**config.mk**
```make
export PLATFORM = sky130hd
export DESIGN_NAME = crg_rst_seq_flat
export DESIGN_NICKNAME = d
export VERILOG_FILES = /design/src/rtl/crg_pkg.sv /design/src/rtl/crg_rst_seq_if.sv /design/src/rtl/crg_sync2.sv /design/src/rtl/crg_rst_seq.sv /design/src/flat_wrapper.sv
export SDC_FILE = /design/constraint.sdc
export NUM_CORES = 1
export LEC_CHECK = 0
export ABC_AREA = 1
export BUFFER_PORTS_ARGS = -buffer_cell sky130_fd_sc_hd__buf_2
export CORE_UTILIZATION = 40
export CTS_BUF_LIST = sky130_fd_sc_hd__clkbuf_16
export CTS_CLUSTER_DIAMETER = 80
export DETAILED_ROUTE_END_ITERATION = 10
export PLACE_DENSITY = 0.55
export SYNTH_ARGS = -nofsm -noshare
export SYNTH_HDL_FRONTEND = slang
export SYNTH_HIERARCHICAL = 1
export SYNTH_SLANG_ARGS = --single-unit
```
**constraint.sdc**
```tcl
create_clock -name INCLK -period 2.2 [get_ports INCLK]
set_input_delay 0.22 -clock INCLK [delete_from_list [all_inputs] [get_ports INCLK]]
set_output_delay 0.22 -clock INCLK [all_outputs]
set_load 0.05 [all_outputs]
```
**src/rtl/crg_pkg.sv**
```systemverilog
// crg_pkg: definitions shared by the clock/reset generation blocks.
//   crg_state_e : reset-sequencer state encoding (also exported as a debug value)
//   LOSS_W      : width of the saturating lock-loss counter
//   LOSS_MAX    : saturation value of that counter
package crg_pkg;

    typedef enum logic [1:0] {
        S_PLL_RST   = 2'd0,
        S_WAIT_LOCK = 2'd1,
        S_RELEASE   = 2'd2,
        S_RUN       = 2'd3
    } crg_state_e;

    localparam int LOSS_W = 8;
    localparam logic [LOSS_W-1:0] LOSS_MAX = {LOSS_W{1'b1}};

endpackage

```
**src/rtl/crg_rst_seq_if.sv**
```systemverilog
// crg_rst_seq_if: signal bundle between the reset sequencer and its environment.
//   master modport : environment side (drives LOCKED, SW_RESET, CH_MASK)
//   slave modport  : sequencer side (drives PLL_ARESET, RST_OUT, READY,
//                    LOSS_CNT, TIMEOUT, STATE_DBG)
// Signalling: every signal is a level, sampled on each rising INCLK edge;
// there is no valid/ready handshake. LOCKED may change at any time and is
// synchronized inside the sequencer; SW_RESET and CH_MASK must be synchronous
// to INCLK. All slave outputs are registered or decoded from registered state.
interface crg_rst_seq_if #(
    parameter int NUM_CH = 4
) ();
    import crg_pkg::*;

    logic              LOCKED;
    logic              SW_RESET;
    logic [NUM_CH-1:0] CH_MASK;
    logic              PLL_ARESET;
    logic [NUM_CH-1:0] RST_OUT;
    logic              READY;
    logic [LOSS_W-1:0] LOSS_CNT;
    logic              TIMEOUT;
    crg_state_e        STATE_DBG;

    modport master (
        output LOCKED, SW_RESET, CH_MASK,
        input  PLL_ARESET, RST_OUT, READY, LOSS_CNT, TIMEOUT, STATE_DBG
    );

    modport slave (
        input  LOCKED, SW_RESET, CH_MASK,
        output PLL_ARESET, RST_OUT, READY, LOSS_CNT, TIMEOUT, STATE_DBG
    );

endinterface

```
**src/rtl/crg_sync2.sv**
```systemverilog
// crg_sync2: two-flop synchronizer for a single asynchronous level.
//   clk : destination clock
//   rst : asynchronous active-high reset, clears both flops to 0
//   d   : asynchronous input
//   q   : synchronized output, two clk edges after d settles
module crg_sync2 (
    input  logic clk,
    input  logic rst,
    input  logic d,
    output logic q
);

    logic meta;

    always_ff @(posedge clk or posedge rst) begin
        if (rst) begin
            meta <= 1'b0;
            q    <= 1'b0;
        end else begin
            meta <= d;
            q    <= meta;
        end
    end

endmodule

```
**src/rtl/crg_rst_seq.sv**
```systemverilog
// crg_rst_seq: PLL reset / lock-qualification / staggered channel reset release.
//   INCLK  : sole clock
//   ARESET : asynchronous active-high reset
//   bus    : crg_rst_seq_if slave (LOCKED, SW_RESET, CH_MASK in;
//            PLL_ARESET, RST_OUT, READY, LOSS_CNT, TIMEOUT, STATE_DBG out)
// Sequence: pulse PLL_ARESET, wait for LOCK_FILTER consecutive locked cycles
// (bounded by LOCK_TIMEOUT), then release channel k at k*STAGGER cycles into
// RELEASE, then RUN. Lock loss restarts from the PLL pulse; SW_RESET restarts
// from lock qualification.
module crg_rst_seq
    import crg_pkg::*;
#(
    parameter int NUM_CH         = 4,
    parameter int PLL_RST_CYCLES = 16,
    parameter int LOCK_FILTER    = 64,
    parameter int LOCK_TIMEOUT   = 65536,
    parameter int STAGGER        = 8
) (
    input  logic         INCLK,
    input  logic         ARESET,
    crg_rst_seq_if.slave bus
);

    // Last RELEASE cycle index: the one in which the top channel deasserts.
    localparam int REL_END = (NUM_CH - 1) * STAGGER;

    localparam int PW = $clog2(PLL_RST_CYCLES + 1);
    localparam int FW = $clog2(LOCK_FILTER + 1);
    localparam int TW = $clog2(LOCK_TIMEOUT + 1);
    localparam int RW = $clog2(REL_END + 2);

    localparam logic [PW-1:0] PLL_LAST  = PW'(PLL_RST_CYCLES - 1);
    localparam logic [FW-1:0] FILT_LAST = FW'(LOCK_FILTER - 1);
    localparam logic [TW-1:0] TMO_LAST  = TW'(LOCK_TIMEOUT - 1);
    localparam logic [RW-1:0] REL_LAST  = RW'(REL_END);

    crg_state_e        state;
    crg_state_e        next_state;
    logic              lock_s;
    logic [PW-1:0]     pll_cnt;
    logic [FW-1:0]     filt_cnt;
    logic [TW-1:0]     tmo_cnt;
    logic [RW-1:0]     rel_cnt;
    logic [RW-1:0]     rel_d;
    logic [NUM_CH-1:0] rst_out_q;
    logic [NUM_CH-1:0] rst_out_d;
    logic [LOSS_W-1:0] loss_cnt_q;
    logic              timeout_q;
    logic              pll_areset;
    logic              ready;
    logic              lock_lost;
    logic              filt_done;
    logic              tmo_hit;

    crg_sync2 u_lock_sync (
        .clk (INCLK),
        .rst (ARESET),
        .d   (bus.LOCKED),
        .q   (lock_s)
    );

    // Lock only matters for loss accounting once channels may be released.
    assign lock_lost = ((state == S_RELEASE) || (state == S_RUN)) && !lock_s;
    // Filter completes on the cycle the count would reach LOCK_FILTER.
    assign filt_done = lock_s && (filt_cnt == FILT_LAST);
    assign tmo_hit   = (tmo_cnt == TMO_LAST);

    // State register
    always_ff @(posedge INCLK or posedge ARESET) begin
        if (ARESET) begin
            state <= S_PLL_RST;
        end else begin
            state <= next_state;
        end
    end

    // Next-state logic; lock loss is checked before SW_RESET so it wins.
    always_comb begin
        next_state = state;
        case (state)
            S_PLL_RST: begin
                if (pll_cnt == PLL_LAST) next_state = S_WAIT_LOCK;
            end
            S_WAIT_LOCK: begin
                if (filt_done)    next_state = S_RELEASE;
                else if (tmo_hit) next_state = S_PLL_RST;
            end
            S_RELEASE: begin
                if (!lock_s)                 next_state = S_PLL_RST;
                else if (bus.SW_RESET)       next_state = S_WAIT_LOCK;
                else if (rel_cnt == REL_LAST) next_state = S_RUN;
            end
            S_RUN: begin
                if (!lock_s)           next_state = S_PLL_RST;
                else if (bus.SW_RESET) next_state = S_WAIT_LOCK;
            end
            default: next_state = S_PLL_RST;
        endcase
    end

    // Every counter restarts from 0 on any entry into its state.
    assign rel_d = ((state == S_RELEASE) && (next_state == S_RELEASE)) ? rel_cnt + 1'b1 : '0;

    always_ff @(posedge INCLK or posedge ARESET) begin
        if (ARESET) begin
            pll_cnt  <= '0;
            filt_cnt <= '0;
            tmo_cnt  <= '0;
            rel_cnt  <= '0;
        end else begin
            pll_cnt <= ((state == S_PLL_RST) && (next_state == S_PLL_RST)) ? pll_cnt + 1'b1 : '0;
            if ((state == S_WAIT_LOCK) && (next_state == S_WAIT_LOCK)) begin
                filt_cnt <= lock_s ? filt_cnt + 1'b1 : '0;
                tmo_cnt  <= tmo_cnt + 1'b1;
            end else begin
                filt_cnt <= '0;
                tmo_cnt  <= '0;
            end
            rel_cnt <= rel_d;
        end
    end

    // Output decode. RST_OUT is computed from the upcoming state/count so that
    // the registered value changes on the very edge that enters RELEASE.
    always_comb begin
        pll_areset = (state == S_PLL_RST);
        ready      = (state == S_RUN);
        rst_out_d  = '1;
        for (int k = 0; k < NUM_CH; k++) begin
            rst_out_d[k] = bus.CH_MASK[k] ||
                           !((next_state == S_RUN) ||
                             ((next_state == S_RELEASE) && (int'(rel_d) >= k * STAGGER)));
        end
    end

    always_ff @(posedge INCLK or posedge ARESET) begin
        if (ARESET) begin
            rst_out_q  <= '1;
            loss_cnt_q <= '0;
            timeout_q  <= 1'b0;
        end else begin
            rst_out_q <= rst_out_d;
            if (lock_lost && (loss_cnt_q != LOSS_MAX)) loss_cnt_q <= loss_cnt_q + 1'b1;
            if ((state == S_WAIT_LOCK) && (next_state == S_PLL_RST)) timeout_q <= 1'b1;
        end
    end

    assign bus.PLL_ARESET = pll_areset;
    assign bus.READY      = ready;
    assign bus.RST_OUT    = rst_out_q;
    assign bus.LOSS_CNT   = loss_cnt_q;
    assign bus.TIMEOUT    = timeout_q;
    assign bus.STATE_DBG  = state;

endmodule

```
**src/flat_wrapper.sv**
```systemverilog
// flat-port wrapper written by rule: the top's interface ports become plain ports
module crg_rst_seq_flat import crg_pkg::*;
#(
    parameter int NUM_CH         = 4,
    parameter int PLL_RST_CYCLES = 16,
    parameter int LOCK_FILTER    = 64,
    parameter int LOCK_TIMEOUT   = 65536,
    parameter int STAGGER        = 8
)
  (INCLK, ARESET, bus_LOCKED, bus_SW_RESET, bus_CH_MASK, bus_PLL_ARESET, bus_RST_OUT, bus_READY, bus_LOSS_CNT, bus_TIMEOUT, bus_STATE_DBG);
  crg_rst_seq_if #(.NUM_CH(NUM_CH)) bus_i ();
  input  logic INCLK;
  input  logic ARESET;
  input wire logic [$bits(bus_i.LOCKED)-1:0] bus_LOCKED;
  input wire logic [$bits(bus_i.SW_RESET)-1:0] bus_SW_RESET;
  input wire logic [$bits(bus_i.CH_MASK)-1:0] bus_CH_MASK;
  output wire logic [$bits(bus_i.PLL_ARESET)-1:0] bus_PLL_ARESET;
  output wire logic [$bits(bus_i.RST_OUT)-1:0] bus_RST_OUT;
  output wire logic [$bits(bus_i.READY)-1:0] bus_READY;
  output wire logic [$bits(bus_i.LOSS_CNT)-1:0] bus_LOSS_CNT;
  output wire logic [$bits(bus_i.TIMEOUT)-1:0] bus_TIMEOUT;
  output wire logic [$bits(bus_i.STATE_DBG)-1:0] bus_STATE_DBG;
  assign bus_i.LOCKED = bus_LOCKED;
  assign bus_i.SW_RESET = bus_SW_RESET;
  assign bus_i.CH_MASK = bus_CH_MASK;
  assign bus_PLL_ARESET = bus_i.PLL_ARESET;
  assign bus_RST_OUT = bus_i.RST_OUT;
  assign bus_READY = bus_i.READY;
  assign bus_LOSS_CNT = bus_i.LOSS_CNT;
  assign bus_TIMEOUT = bus_i.TIMEOUT;
  assign bus_STATE_DBG = bus_i.STATE_DBG;
  crg_rst_seq #(.NUM_CH(NUM_CH), .PLL_RST_CYCLES(PLL_RST_CYCLES), .LOCK_FILTER(LOCK_FILTER), .LOCK_TIMEOUT(LOCK_TIMEOUT), .STAGGER(STAGGER)) u_core (.INCLK(INCLK), .ARESET(ARESET), .bus(bus_i));
endmodule
```
==> results by group, run 1 <==
Clock tree
  – Clk slew on worst S/H paths: 0.07 ns
  – Maximum clock insertion buffer count: 2
  – Number of H-tree branching levels: 2
  – Count of clock tree sinks: 51
  – CTS tree: built
  – CTS buffer count: 5
  – Clock insertion delay at the later pin of the skew report: 0.28 ns
  – Cell chosen for the clock root: sky130_fd_sc_hd__clkbuf_16

Worst setup path
  – CP Data Required Time: 2.41 ns
  – WP data arrival: 2.26 ns
  – Critical path start-end classification: reg -> reg
  – Worst-path maximum fanout: 5
  – Endpoint kind of the worst setup timing path: flop
  – Type of origin of the critical path: flop

Layout
  – Filler cell count: 586
  – Layout Area Growth over Synthesis: 18.3%
  – Number of standard cells in the final layout excluding fillers: 388
  – Most common cell after layout, fill and taps aside: sky130_fd_sc_hd__dfrtp_1
  – Antenna diode instance count: 0
  – Number of nets in the layout: 328
  – Commonest cells after routing, fill and taps aside: sky130_fd_sc_hd__dfrtp_1 (47), sky130_fd_sc_hd__nor2_1 (43), sky130_fd_sc_hd__inv_1 (41)
  – Final Util: 0.491
  – Post-route design area: 2910 sq um
  – Share of post-route cells with drive strength above 1: 0.204

Logic synthesis
  – Mapped cell area: 2460 sq um
  – Synth unique cells: 25
  – Synth warnings: 6
  – Mean area per synthesized cell: 9.04 sq um
  – Number of instances in the synthesized netlist: 272
  – Mapped Nets: 288
  – Seq/Total Area, Yosys: 0.521
  – Flip-flop and latch count after synthesis: 51

Detailed routing
  – Via count: 1,807
  – Average via count per standard cell: 4.66
  – Number of nets with antenna violations after routing: 0
  – Residual DRC: 0
  – Overall routed net length: 4370 um
  – DR pass1 iterations: 4
  – Routed WL per cell: 11.3 um
  – Number of design-rule violations left by the first detailed-router iteration: 70

Place
  – Estimated wirelength of the detail-placed design: 3140 um
  – Placed cell count: 373
  – Port Buf Inserts: 24
  – Final Wtd Congestion: 0.770
  – Placement Cell Area: 2680 sq um

Power and ir drop
  – Worst-case vdd ir drop: 347 uV
  – Cell Pwr Density: 586 nW/um^2
  – Overall power of the completed layout: 1.70 mW
  – Standby leakage power: 1.46 nW

Timing
  – Hold violation total from the final report: 0
  – Transition time of the tightest slew-check pin: 0.452 ns
  – Clock skew after layout: 0.00593 ns
  – Normalized max-slew margin: 0.698
  – Unrepaired setup endpoints after global routing: true
  – Period minus WS final: 2.05 ns
  – Fmax achieved: 488 MHz
  – Final Max Tran Viols: 0
  – Fraction of the cycle the final worst path needs: 0.932
  – Total of endpoints with negative setup slack in the final report: 0

Floorplan
  – Number of placement rows: 28
  – Number of top-level pins: 25
  – Effective utilization at floorplan: 0.415
  – Vertical die dimension: 80.4 um
  – CORE AREA: 5920 sq um
  – Die area: 6470 sq um
  – Overall die width: 80.4 um

GRT
  – Number of global-route vias before repair: 1,668
  – Total gr overflow: 0
  – Global routing usage summed across all routing layers: 0.150
  – Pin count of the biggest net entering global routing: 23
  – Initial antenna violation count: 0
  – Wire length of the first global-routing pass: 7380 um

Flow run
  – Number of max-cap violations: 0

Outcome
  – Result of the run: completed

Min path
  – Path type of the worst min-delay path: in -> reg
-- where the power goes --
part	internal, mW	leakage (nW)	switching, mW
Combinational	0.0132	0.714	0.0260
Sequential	0.944	0.672	0.00586
Clock	0.409	0.0701	0.306
-- state kept, by name (all words and copies together) (netlist names), 2 cells and up --
signal and flops:
u_core/bus.LOSS_CNT 8, u_core/bus.RST_OUT 4, u_core/bus.STATE_DBG 2, u_core/filt_cnt 7, u_core/pll_cnt 5, u_core/rel_cnt 5
u_core/tmo_cnt 17
-- per-stage QoR --
stage | worst slack (ns) | setup TNS [ns] | hold WS, ns
floorplan | 0.0697 | 0 | -0.0388
global placement | 0.287 | 0 | 0.0884
detailed placement | 0.186 | 0 | 0.0913
CTS | 0.175 | 0 | 0.0309
global route | -0.0673 | -0.149 | 0.0235
finish | 0.149 | 0 | 0.0365
-- path summary, 6_finish.rpt --
| kind | start | end | slack [ns] | cells past startpoint |
|---|---|---|---|---|
| setup reg to reg | u_core/tmo_cnt[3]$_DFF_PP0_ | u_core/bus.RST_OUT[3]$_DFF_PP1_ | 0.15 | 12 |
| max in group asynchronous | ARESET | u_core/bus.RST_OUT[3]$_DFF_PP1_ | 1.07 | 4 |
| hold / removal | bus_LOCKED | u_core/u_lock_sync/meta$_DFF_PP0_ | 0.04 | 1 |
| min in group asynchronous | ARESET | u_core/u_lock_sync/meta$_DFF_PP0_ | 0.34 | 3 |
| setup / recovery | u_core/tmo_cnt[3]$_DFF_PP0_ | u_core/bus.RST_OUT[3]$_DFF_PP1_ | 0.15 | 12 |
| hold reg to reg | u_core/u_lock_sync/meta$_DFF_PP0_ | u_core/u_lock_sync/q$_DFF_PP0_ | 0.35 | 0 |
-- cell type report --
class / instances / area, sq um / area share
multi-input combinational: 177 / 1030 / 0.356
sequential: 51 / 1280 / 0.440
clock inverter: 3 / 11.3 / 0.00387
timing repair buffer: 35 / 205 / 0.0705
tap: 75 / 93.8 / 0.0323
inverter: 42 / 158 / 0.0542
clock buffer: 5 / 125 / 0.0430
-- cell families (layout without fill, tap and decap cells) --
logic type | Yosys count | count (layout) | synth area share
xor gates and xnor gates | 23 | 23 | 0.0819
adders and majority gates | 8 | 8 | 0.0407
buffers and inverters | 44 | 85 | 0.0732
DFF | 51 | 51 | 0.521
and+or+nand+nor | 137 | 137 | 0.256
AOI/OAI and AO/OA | 6 | 6 | 0.0132
muxes | 3 | 3 | 0.0137
-- layer usage --
layer / vias to the layer above / wire length (um) / track usage
met5: - / 0 / 0
met4: 0 / 57 / 0.0482
met3: 6 / 130 / 0.0375
met2: 25 / 2050 / 0.238
met1: 844 / 2130 / 0.199
li1: 932 / - / -
-- what timing repair did --
item                                    in CTS  in global routing
endpoints found under the hold margin       21                  0
gates resized for setup                      0                 10
endpoints found under the setup margin       0                  5
setup buffers                                0                  6
hold buffers                                 1                  0
-- cells in the mapped netlist --
master	number	area (sq um)
sky130_fd_sc_hd__or2_2	1	6.26
sky130_fd_sc_hd__nand3_1	24	120
sky130_fd_sc_hd__ha_1	8	100
sky130_fd_sc_hd__nor3b_1	3	22.5
sky130_fd_sc_hd__inv_2	1	3.75
sky130_fd_sc_hd__nand3b_1	2	15.0
sky130_fd_sc_hd__mux2_2	3	33.8
sky130_fd_sc_hd__dfstp_2	4	105
sky130_fd_sc_hd__o21ai_0	2	10.0
sky130_fd_sc_hd__nor3_1	7	35.0
sky130_fd_sc_hd__nand2_1	39	146
sky130_fd_sc_hd__buf_6	2	22.5
sky130_fd_sc_hd__inv_1	41	154
sky130_fd_sc_hd__nand2_2	1	6.26
sky130_fd_sc_hd__nor3_2	3	30.0
sky130_fd_sc_hd__dfrtp_1	47	1180
sky130_fd_sc_hd__nand4_1	6	37.5
sky130_fd_sc_hd__xnor2_1	7	61.3
sky130_fd_sc_hd__nand3_2	2	20.0
sky130_fd_sc_hd__a21oi_1	3	15.0
sky130_fd_sc_hd__nor2_2	2	12.5
sky130_fd_sc_hd__or2_1	1	6.26
sky130_fd_sc_hd__xor2_1	16	140
sky130_fd_sc_hd__o21bai_1	1	7.51
sky130_fd_sc_hd__nor2_1	46	173
-- critical path: stages, from the launching register on --
cell and delay (ns):
sky130_fd_sc_hd__dfrtp_1 0.38, sky130_fd_sc_hd__nand2_2 0.09, sky130_fd_sc_hd__nor3_4 0.19, sky130_fd_sc_hd__nand4_1 0.16, sky130_fd_sc_hd__nor3_2 0.22, sky130_fd_sc_hd__nand3_1 0.12, sky130_fd_sc_hd__nor2_2 0.12, sky130_fd_sc_hd__ha_2 0.20
sky130_fd_sc_hd__nor2_4 0.05, sky130_fd_sc_hd__nand2_4 0.08, sky130_fd_sc_hd__nand4_1 0.16, sky130_fd_sc_hd__nand2_1 0.14, sky130_fd_sc_hd__nand3_1 0.08
(Power assumes the default switching activity.)
==> inputs of run 2 (changes only) <==
- CORE_MARGIN: not set -> 2
==> results by group, run 2 (synthesis results as in run 1) <==
GRT
  – Global-route track usage on met1: 0.197 (-0.00193)
  – Met2 Resource Use GR: 0.238 (about the same)
  – Number of global-route vias before repair: 1,702 (+2.0%)
  – Met3 usage: 0.0370 (-0.000543)
  – Highest-utilization routing layer at the global route stage: met2
  – Global routing usage summed across all routing layers: 0.148 (-0.00187)
  – Initial antenna violation count: 0 (unchanged)
  – Total gr overflow: 0 (unchanged)
  – Wire length of the first global-routing pass: 7620 um (+3.4%)
  – Pin count of the biggest net entering global routing: 27 (+17%)

Floorplan
  – CORE AREA: 5920 sq um (unchanged)
  – Vertical die dimension: 82.4 um (+2.5%)
  – Effective utilization at floorplan: 0.415 (unchanged)
  – Number of top-level pins: 25 (unchanged)
  – Overall die width: 82.4 um (+2.5%)
  – Die area: 6790 sq um (+5.0%)
  – Number of placement rows: 28 (unchanged)

Layout
  – Share of post-route cells with drive strength above 1: 0.186 (-0.0180)
  – Final Util: 0.485 (-0.00655)
  – Most common cell after layout, fill and taps aside: sky130_fd_sc_hd__dfrtp_1
  – Layout Area Growth over Synthesis: 16.7%
  – Filler cell count: 591 (+0.85%)
  – Max FFs per register: 17 (unchanged)
  – Top reg by flops: u_core/tmo_cnt
  – Number of nets in the layout: 326 (-0.61%)
  – Antenna diode instance count: 0 (unchanged)
  – Number of standard cells in the final layout excluding fillers: 386 (-0.52%)
  – Commonest cells after routing, fill and taps aside: sky130_fd_sc_hd__dfrtp_1 (47), sky130_fd_sc_hd__nor2_1 (45), sky130_fd_sc_hd__inv_1 (41)

Timing
  – Unrepaired setup endpoints after global routing: false
  – Clock skew after layout: 0.00482 ns (-0.00110 ns)
  – Fmax achieved: 508 MHz (+4.2%)
  – Final Max Tran Viols: 0 (unchanged)
  – Total of endpoints with negative setup slack in the final report: 0 (unchanged)
  – Post-route worst setup slack: 0.232 ns (+0.0834 ns)
  – Setup TNS: 0 ns (unchanged)
  – Transition time of the tightest slew-check pin: 0.537 ns (+0.0849 ns)
  – Period minus WS final: 1.97 ns (-0.0834 ns)
  – Normalized max-slew margin: 0.642 (-0.0567)
  – Fraction of the cycle the final worst path needs: 0.894 (-0.0379)
  – Hold violation total from the final report: 0 (unchanged)

Place
  – Worst-case setup slack after placement: 0.115 ns (-0.0714 ns)
  – Placed cell count: 373 (unchanged)
  – Port Buf Inserts: 24 (unchanged)
  – Final Wtd Congestion: 0.735 (-4.5%)
  – Estimated wirelength of the detail-placed design: 3240 um (+3.2%)

Detailed routing
  – Number of nets with antenna violations after routing: 0 (unchanged)
  – Via count: 1,793 (-0.77%)
  – Number of design-rule violations left by the first detailed-router iteration: 48 (-31%)
  – Average via count per standard cell: 4.65 (-0.26%)
  – Routed WL per cell: 11.6 um (+3.2%)
  – Residual DRC: 0 (unchanged)
  – DR pass1 iterations: 4 (unchanged)
  – Overall routed net length: 4480 um (+2.7%)

Outcome
  – Result of the run: completed

Worst setup path
  – Type of origin of the critical path: flop
  – Critical path start-end classification: reg -> reg
  – R2R Path Start: u_core/tmo_cnt[0]$_DFF_PP0_
  – CP Data Required Time: 2.41 ns (about the same)
  – Launching instance or port of the critical path: u_core/tmo_cnt[0]$_DFF_PP0_
  – End of the critical path: u_core/bus.RST_OUT[3]$_DFF_PP1_
  – Worst reg-to-reg setup slack: 0.23 ns (+0.08 ns)
  – Worst Reg2Reg Path Length in Cells: 12 (unchanged)
  – Worst-path maximum fanout: 10 (+5)
  – WP data arrival: 2.18 ns (-0.08 ns)
  – Worst reg2reg endpoint: u_core/bus.RST_OUT[3]$_DFF_PP1_
  – Endpoint kind of the worst setup timing path: flop

Flow run
  – Number of max-cap violations: 0 (unchanged)

Power and ir drop
  – Worst-case vdd ir drop: 364 uV (+4.9%)
  – Cell Pwr Density: 600 nW/um^2 (+2.4%)
  – Standby leakage power: 1.45 nW (-0.37%)
  – Overall power of the completed layout: 1.72 mW (+1.0%)

Clock tree
  – CTS tree: built
  – CTS buffer count: 5 (unchanged)
  – Maximum clock insertion buffer count: 2 (unchanged)
  – Cell chosen for the clock root: sky130_fd_sc_hd__clkbuf_16
  – Number of H-tree branching levels: 2 (unchanged)
  – Count of clock tree sinks: 51 (unchanged)
  – Clk slew on worst S/H paths: 0.06 ns (about the same)
  – Clock insertion delay at the later pin of the skew report: 0.28 ns (about the same)

Min path
  – Path type of the worst min-delay path: in -> reg
## run 2: cell count changes in the layout (fill, tap and decap cells not counted), sizes merged
cell      before  now
clkinvlp       0    1
buf           34   32
clkinv         2    1
## run 2: how the worst min path moves through the flow
stage	startpoint	cells after the start	slack, ns	to
final	bus_LOCKED	1	0.04	u_core/u_lock_sync/meta$_DFF_PP0_
after global routing	bus_LOCKED	1	0.03	u_core/u_lock_sync/meta$_DFF_PP0_
after detailed placement	ARESET	2	0.1	u_core/u_lock_sync/meta$_DFF_PP0_
after global placement	ARESET	2	0.09	u_core/u_lock_sync/meta$_DFF_PP0_
after CTS	bus_LOCKED	1	0.03	u_core/u_lock_sync/meta$_DFF_PP0_
after floorplan	ARESET	1	-0.04	u_core/u_lock_sync/meta$_DFF_PP0_
## run 2: metrics by stage
stage | hold WS, ns | instance area, sq um
after floorplan | -0.0388 | 2460
after global placement | 0.0899 | 2680
after detailed placement | 0.0986 | 2680
after CTS | 0.0274 | 2830
after global routing | 0.0316 | 2870
final | 0.0365 | 2870
## run 2: final cells by class
class | count | area, sq um | area share
multi-input combinational | 177 | 1010 | 0.350
clock inverter | 3 | 16.3 | 0.00567
tap | 75 | 93.8 | 0.0327
timing repair buffer | 33 | 190 | 0.0663
sequential | 51 | 1280 | 0.446
inverter | 42 | 158 | 0.0549
clock buffer | 5 | 125 | 0.0436
## run 2: critical path, stage by stage, from the launching register on
cell and delay [ns]:
sky130_fd_sc_hd__dfrtp_1 0.40, sky130_fd_sc_hd__ha_1 0.23, sky130_fd_sc_hd__nand4_1 0.14, sky130_fd_sc_hd__nor3_2 0.06
sky130_fd_sc_hd__nand3_1 0.07, sky130_fd_sc_hd__nor2_1 0.04, sky130_fd_sc_hd__ha_1 0.19, sky130_fd_sc_hd__nor2_2 0.22
sky130_fd_sc_hd__nand2_4 0.13, sky130_fd_sc_hd__nand2_1 0.11, sky130_fd_sc_hd__nand3_1 0.13, sky130_fd_sc_hd__nand2_1 0.12
sky130_fd_sc_hd__nand3_1 0.07
## run 2: report_power, final
group          internal, mW  total (mW)  switching [mW]
combinational        0.0133      0.0401          0.0268
sequential            0.944       0.950         0.00587
clock                 0.415       0.732           0.317
## run 2: repair_timing
| item | 4_1_cts | 5_1_grt |
|---|---|---|
| setup buffers | 0 | 4 |
| endpoints found under the setup margin | 0 | 20 |
| hold endpoints to repair | 21 | 0 |
| resized for setup | 0 | 2 |
| hold buffers | 1 | 0 |
## run 2: metal layers
layer / vias to the layer above / share of wire
met2: 20 / 0.48
met4: 0 / 0.0025
li1: 927 / -
met5: - / 0
met3: 2 / 0.033
met1: 844 / 0.48
==> inputs of run 3 (changes only) <==
- SYNTH_HIERARCHICAL: 1 -> not set
==> results by group, run 3 <==
Power and ir drop
  – Proportion of power drawn by the clock network: 0.463 (+0.038)
  – Sequential group share of total power: 0.516 (-0.036)
  – Combinational fraction of design power: 0.021 (-0.002)
  – Worst-case vdd ir drop: 313 uV (-14%)
  – Fraction of power spent switching nets: 0.193 (-0.0102)
  – Internal Power: 1.49 mW (+8.2%)
  – Cell Pwr Density: 637 nW/um^2 (+6.1%)
  – Standby leakage power: 1.42 nW (-2.4%)
  – Switching Power: 355 uW (+1.5%)
  – Overall power of the completed layout: 1.84 mW (+6.8%)

Timing
  – Final Max Tran Viols: 0 (unchanged)
  – Unrepaired setup endpoints after global routing: true
  – Total of endpoints with negative setup slack in the final report: 0 (unchanged)
  – Transition time of the tightest slew-check pin: 0.407 ns (-0.130 ns)
  – Period minus WS final: 2.09 ns (+0.125 ns)
  – Fraction of the cycle the final worst path needs: 0.951 (+0.0567)
  – Clock skew after layout: 0.00882 ns (+0.00400 ns)
  – Fmax achieved: 478 MHz (-6.0%)
  – Normalized max-slew margin: 0.729 (+0.0870)
  – Hold violation total from the final report: 0 (unchanged)

Detailed routing
  – Residual DRC: 0 (unchanged)
  – Routed WL per cell: 11.5 um (-0.74%)
  – Via count: 1,767 (-1.5%)
  – Overall routed net length: 4370 um (-2.5%)
  – Number of nets with antenna violations after routing: 0 (unchanged)
  – Number of design-rule violations left by the first detailed-router iteration: 63 (+31%)
  – DR pass1 iterations: 4 (unchanged)
  – Average via count per standard cell: 4.66 (+0.37%)

Place
  – Port Buf Inserts: 24 (unchanged)
  – Placement Cell Area: 2640 sq um (-1.7%)
  – Final Wtd Congestion: 0.783 (+6.5%)
  – Estimated wirelength of the detail-placed design: 3230 um (-0.42%)

Clock tree
  – Cell chosen for the clock root: sky130_fd_sc_hd__clkbuf_16
  – CTS buffer count: 5 (unchanged)
  – Number of H-tree branching levels: 2 (unchanged)
  – Maximum clock insertion buffer count: 2 (unchanged)
  – CTS tree: built
  – Count of clock tree sinks: 51 (unchanged)
  – Clock insertion delay at the later pin of the skew report: 0.29 ns (about the same)
  – Clk slew on worst S/H paths: 0.07 ns (about the same)

Worst setup path
  – Critical path start-end classification: reg -> reg
  – Standard cell with the maximum stage delay on the critical path: sky130_fd_sc_hd__dfrtp_1
  – Type of origin of the critical path: flop
  – WP data arrival: 2.31 ns (+0.13 ns)
  – CP Data Required Time: 2.41 ns (about the same)
  – Worst reg-to-reg setup slack: 0.11 ns (-0.12 ns)
  – Worst stage delay on the critical path: 0.41 ns (about the same)
  – Worst-path maximum fanout: 5 (-5)
  – Cell breakdown of the critical path: nand2_1 > nor2_2 > nand4_1 > nor2_2 > nand4_1 > nor2_1 > ha_2 > nor2_2 > nand2_4 > nand4_4 > nor2_4 > nand2_2 > nand2_2 > nand2_1
  – Endpoint kind of the worst setup timing path: flop
  – Cell repeated most along the worst path: sky130_fd_sc_hd__nor2_2

Logic synthesis
  – Synth unique cells: 32 (+28%)
  – Synth warnings: 0 (-6)
  – Seq/Total Area, Yosys: 0.534 (+0.0136)
  – Fraction of registers with async set/reset: 1.00 (unchanged)
  – Cell type with the highest aggregate area in the netlist: sky130_fd_sc_hd__dfrtp_1
  – Number of instances in the synthesized netlist: 261 (-4.0%)
  – Mapped Nets: 277 (-3.8%)
  – EDFF count, synth: 0 (unchanged)
  – Leading post-synthesis cells by instance count: sky130_fd_sc_hd__dfrtp_1 (47), sky130_fd_sc_hd__nor2_1 (42), sky130_fd_sc_hd__nand2_1 (40)
  – Cell types occupying the most area after synthesis: sky130_fd_sc_hd__dfrtp_1 (49%), sky130_fd_sc_hd__nor2_1 (6.6%), sky130_fd_sc_hd__nand2_1 (6.3%)
  – Leading register cell type out of synthesis: sky130_fd_sc_hd__dfrtp_1
  – Flip-flop and latch count after synthesis: 51 (unchanged)
  – Top cell type's share of synthesized area: 0.491 (+0.0125)
  – Mean area per synthesized cell: 9.19 sq um (+1.6%)
  – Most frequently used cell type in the post-synthesis netlist: sky130_fd_sc_hd__dfrtp_1
  – Mapped cell area: 2400 sq um (-2.5%)

Layout
  – Footprint of the multi-input gates: 997 sq um (-0.87%)
  – FF+latch area: 1280 sq um (unchanged)
  – Number of nets in the layout: 319 (-2.1%)
  – Share of post-route cells with drive strength above 1: 0.243 (+0.0569)
  – Post-route design area: 2890 sq um (+0.70%)
  – Antenna diode instance count: 0 (unchanged)
  – Most common cell after layout, fill and taps aside: sky130_fd_sc_hd__dfrtp_1
  – Max FFs per register: 17 (unchanged)
  – Filler cell count: 558 (-5.6%)
  – Final Util: 0.494 (+0.00923)
  – Top reg by flops: u_core.tmo_cnt
  – Layout Area Growth over Synthesis: 20.6%
  – Commonest cells after routing, fill and taps aside: sky130_fd_sc_hd__dfrtp_1 (47), sky130_fd_sc_hd__nor2_1 (40), sky130_fd_sc_hd__inv_1 (37), sky130_fd_sc_hd__nand2_1 (37), sky130_fd_sc_hd__buf_2 (24)

Floorplan
  – Effective utilization at floorplan: 0.410 (-0.00572)
  – CORE AREA: 5850 sq um (-1.2%)
  – Die area: 6630 sq um (-2.4%)
  – Number of placement rows: 28 (unchanged)
  – Vertical die dimension: 81.4 um (-1.2%)
  – Overall die width: 81.4 um (-1.2%)
  – Number of top-level pins: 25 (unchanged)

GRT
  – Pin count of the biggest net entering global routing: 21 (-22%)
  – Number of global-route vias before repair: 1,636 (-3.9%)
  – Total gr overflow: 0 (unchanged)
  – Initial antenna violation count: 0 (unchanged)
  – Global routing usage summed across all routing layers: 0.147 (-0.000905)
  – Wire length of the first global-routing pass: 7490 um (-1.7%)

Outcome
  – Result of the run: completed

Min path
  – Path type of the worst min-delay path: in -> reg

Flow run
  – Number of max-cap violations: 0 (unchanged)
-- run 3: changes by cell type in the layout (fill, tap and decap cells not counted), moves of 4 or more --
cell,previous run,this run
sky130_fd_sc_hd__nor2_1,45,40
sky130_fd_sc_hd__nand3_1,24,15
sky130_fd_sc_hd__inv_1,41,37
sky130_fd_sc_hd__nor2_4,0,4
sky130_fd_sc_hd__xor2_1,16,9
sky130_fd_sc_hd__nand2_2,0,7
sky130_fd_sc_hd__nor2_2,3,8
sky130_fd_sc_hd__nor3_1,7,3
-- run 3: kinds of logic (layout without fill, tap and decap cells) --
kind of cell / Yosys count / in the layout / share of synthesized area
multiplexers: 2 / 2 / 0.00939
buffers and inverters: 39 / 82 / 0.0616
XOR/XNOR: 17 / 17 / 0.0621
AO/OA/AOI/OAI: 14 / 14 / 0.0339
flip-flops: 51 / 51 / 0.534
adder cells (fa/ha/maj): 8 / 8 / 0.0418
AND/OR/NAND/NOR: 130 / 130 / 0.257
-- run 3: layer usage --
layer	track usage	wire length, um	up-vias
met5	0	0	-
met4	0.0458	44	0
met3	0.0352	113	6
met2	0.231	2110	18
met1	0.201	2100	838
li1	-	-	905
-- run 3: path summary, 6_finish.rpt --
kind | from | end | cells after the start
setup / recovery | u_core.tmo_cnt[4]$_DFF_PP0_ | u_core.bus.RST_OUT[3]$_DFF_PP1_ | 14
hold / removal | bus_LOCKED | u_core.u_lock_sync.meta$_DFF_PP0_ | 1
setup reg to reg | u_core.tmo_cnt[4]$_DFF_PP0_ | u_core.bus.RST_OUT[3]$_DFF_PP1_ | 14
hold reg to reg | u_core.u_lock_sync.meta$_DFF_PP0_ | u_core.u_lock_sync.q$_DFF_PP0_ | 0
max in group asynchronous | ARESET | u_core.bus.RST_OUT[1]$_DFF_PP1_ | 4
min in group asynchronous | ARESET | u_core.pll_cnt[0]$_DFF_PP0_ | 3
-- run 3: area by class of cell --
class                   instances  area share
well taps                      75      0.0325
flip-flops and latches         51       0.443
clock buffers                   5      0.0433
clock inverters                 3      0.0130
multi-input cells             171       0.345
inverters                      38      0.0494
repair buffers                 36      0.0736
-- run 3: timing repair --
action / 4_1_cts / 5_1_grt
endpoints found under the setup margin: 0 / 9
hold buffers: 1 / 0
hold endpoints to repair: 18 / 0
buffers inserted: 0 / 7
resized for setup: 0 / 9
-- run 3: power by group through the flow --
stage                     clock network [mW]  logic (mW)  registers [mW]
after global routing                   0.916      0.0467           0.950
after floorplan                            0      0.0218           0.965
after CTS                              0.872      0.0412           0.949
after detailed placement                   0      0.0395           0.966
final                                  0.852      0.0390           0.949
after global placement                     0      0.0389           0.966
-- run 3: critical path, delay by kind of cell (launching register included) --
kind                       cells  cell delay [ns]
and+or+nand+nor               13             1.40
DFF                            1             0.41
adders and majority gates      1             0.18
-- run 3: per-stage QoR --
step           setup slack (ns)  std cells  setup TNS, ns  hold WS, ns
2_1_floorplan             0.190        261              0        0.251
3_3_place_gp              0.183        363              0        0.238
3_5_place_dp             0.0863        363              0        0.242
4_1_cts                  0.0786        372              0       0.0477
5_1_grt                 -0.0310        379         -0.151       0.0409
6_report                  0.107        379              0       0.0525
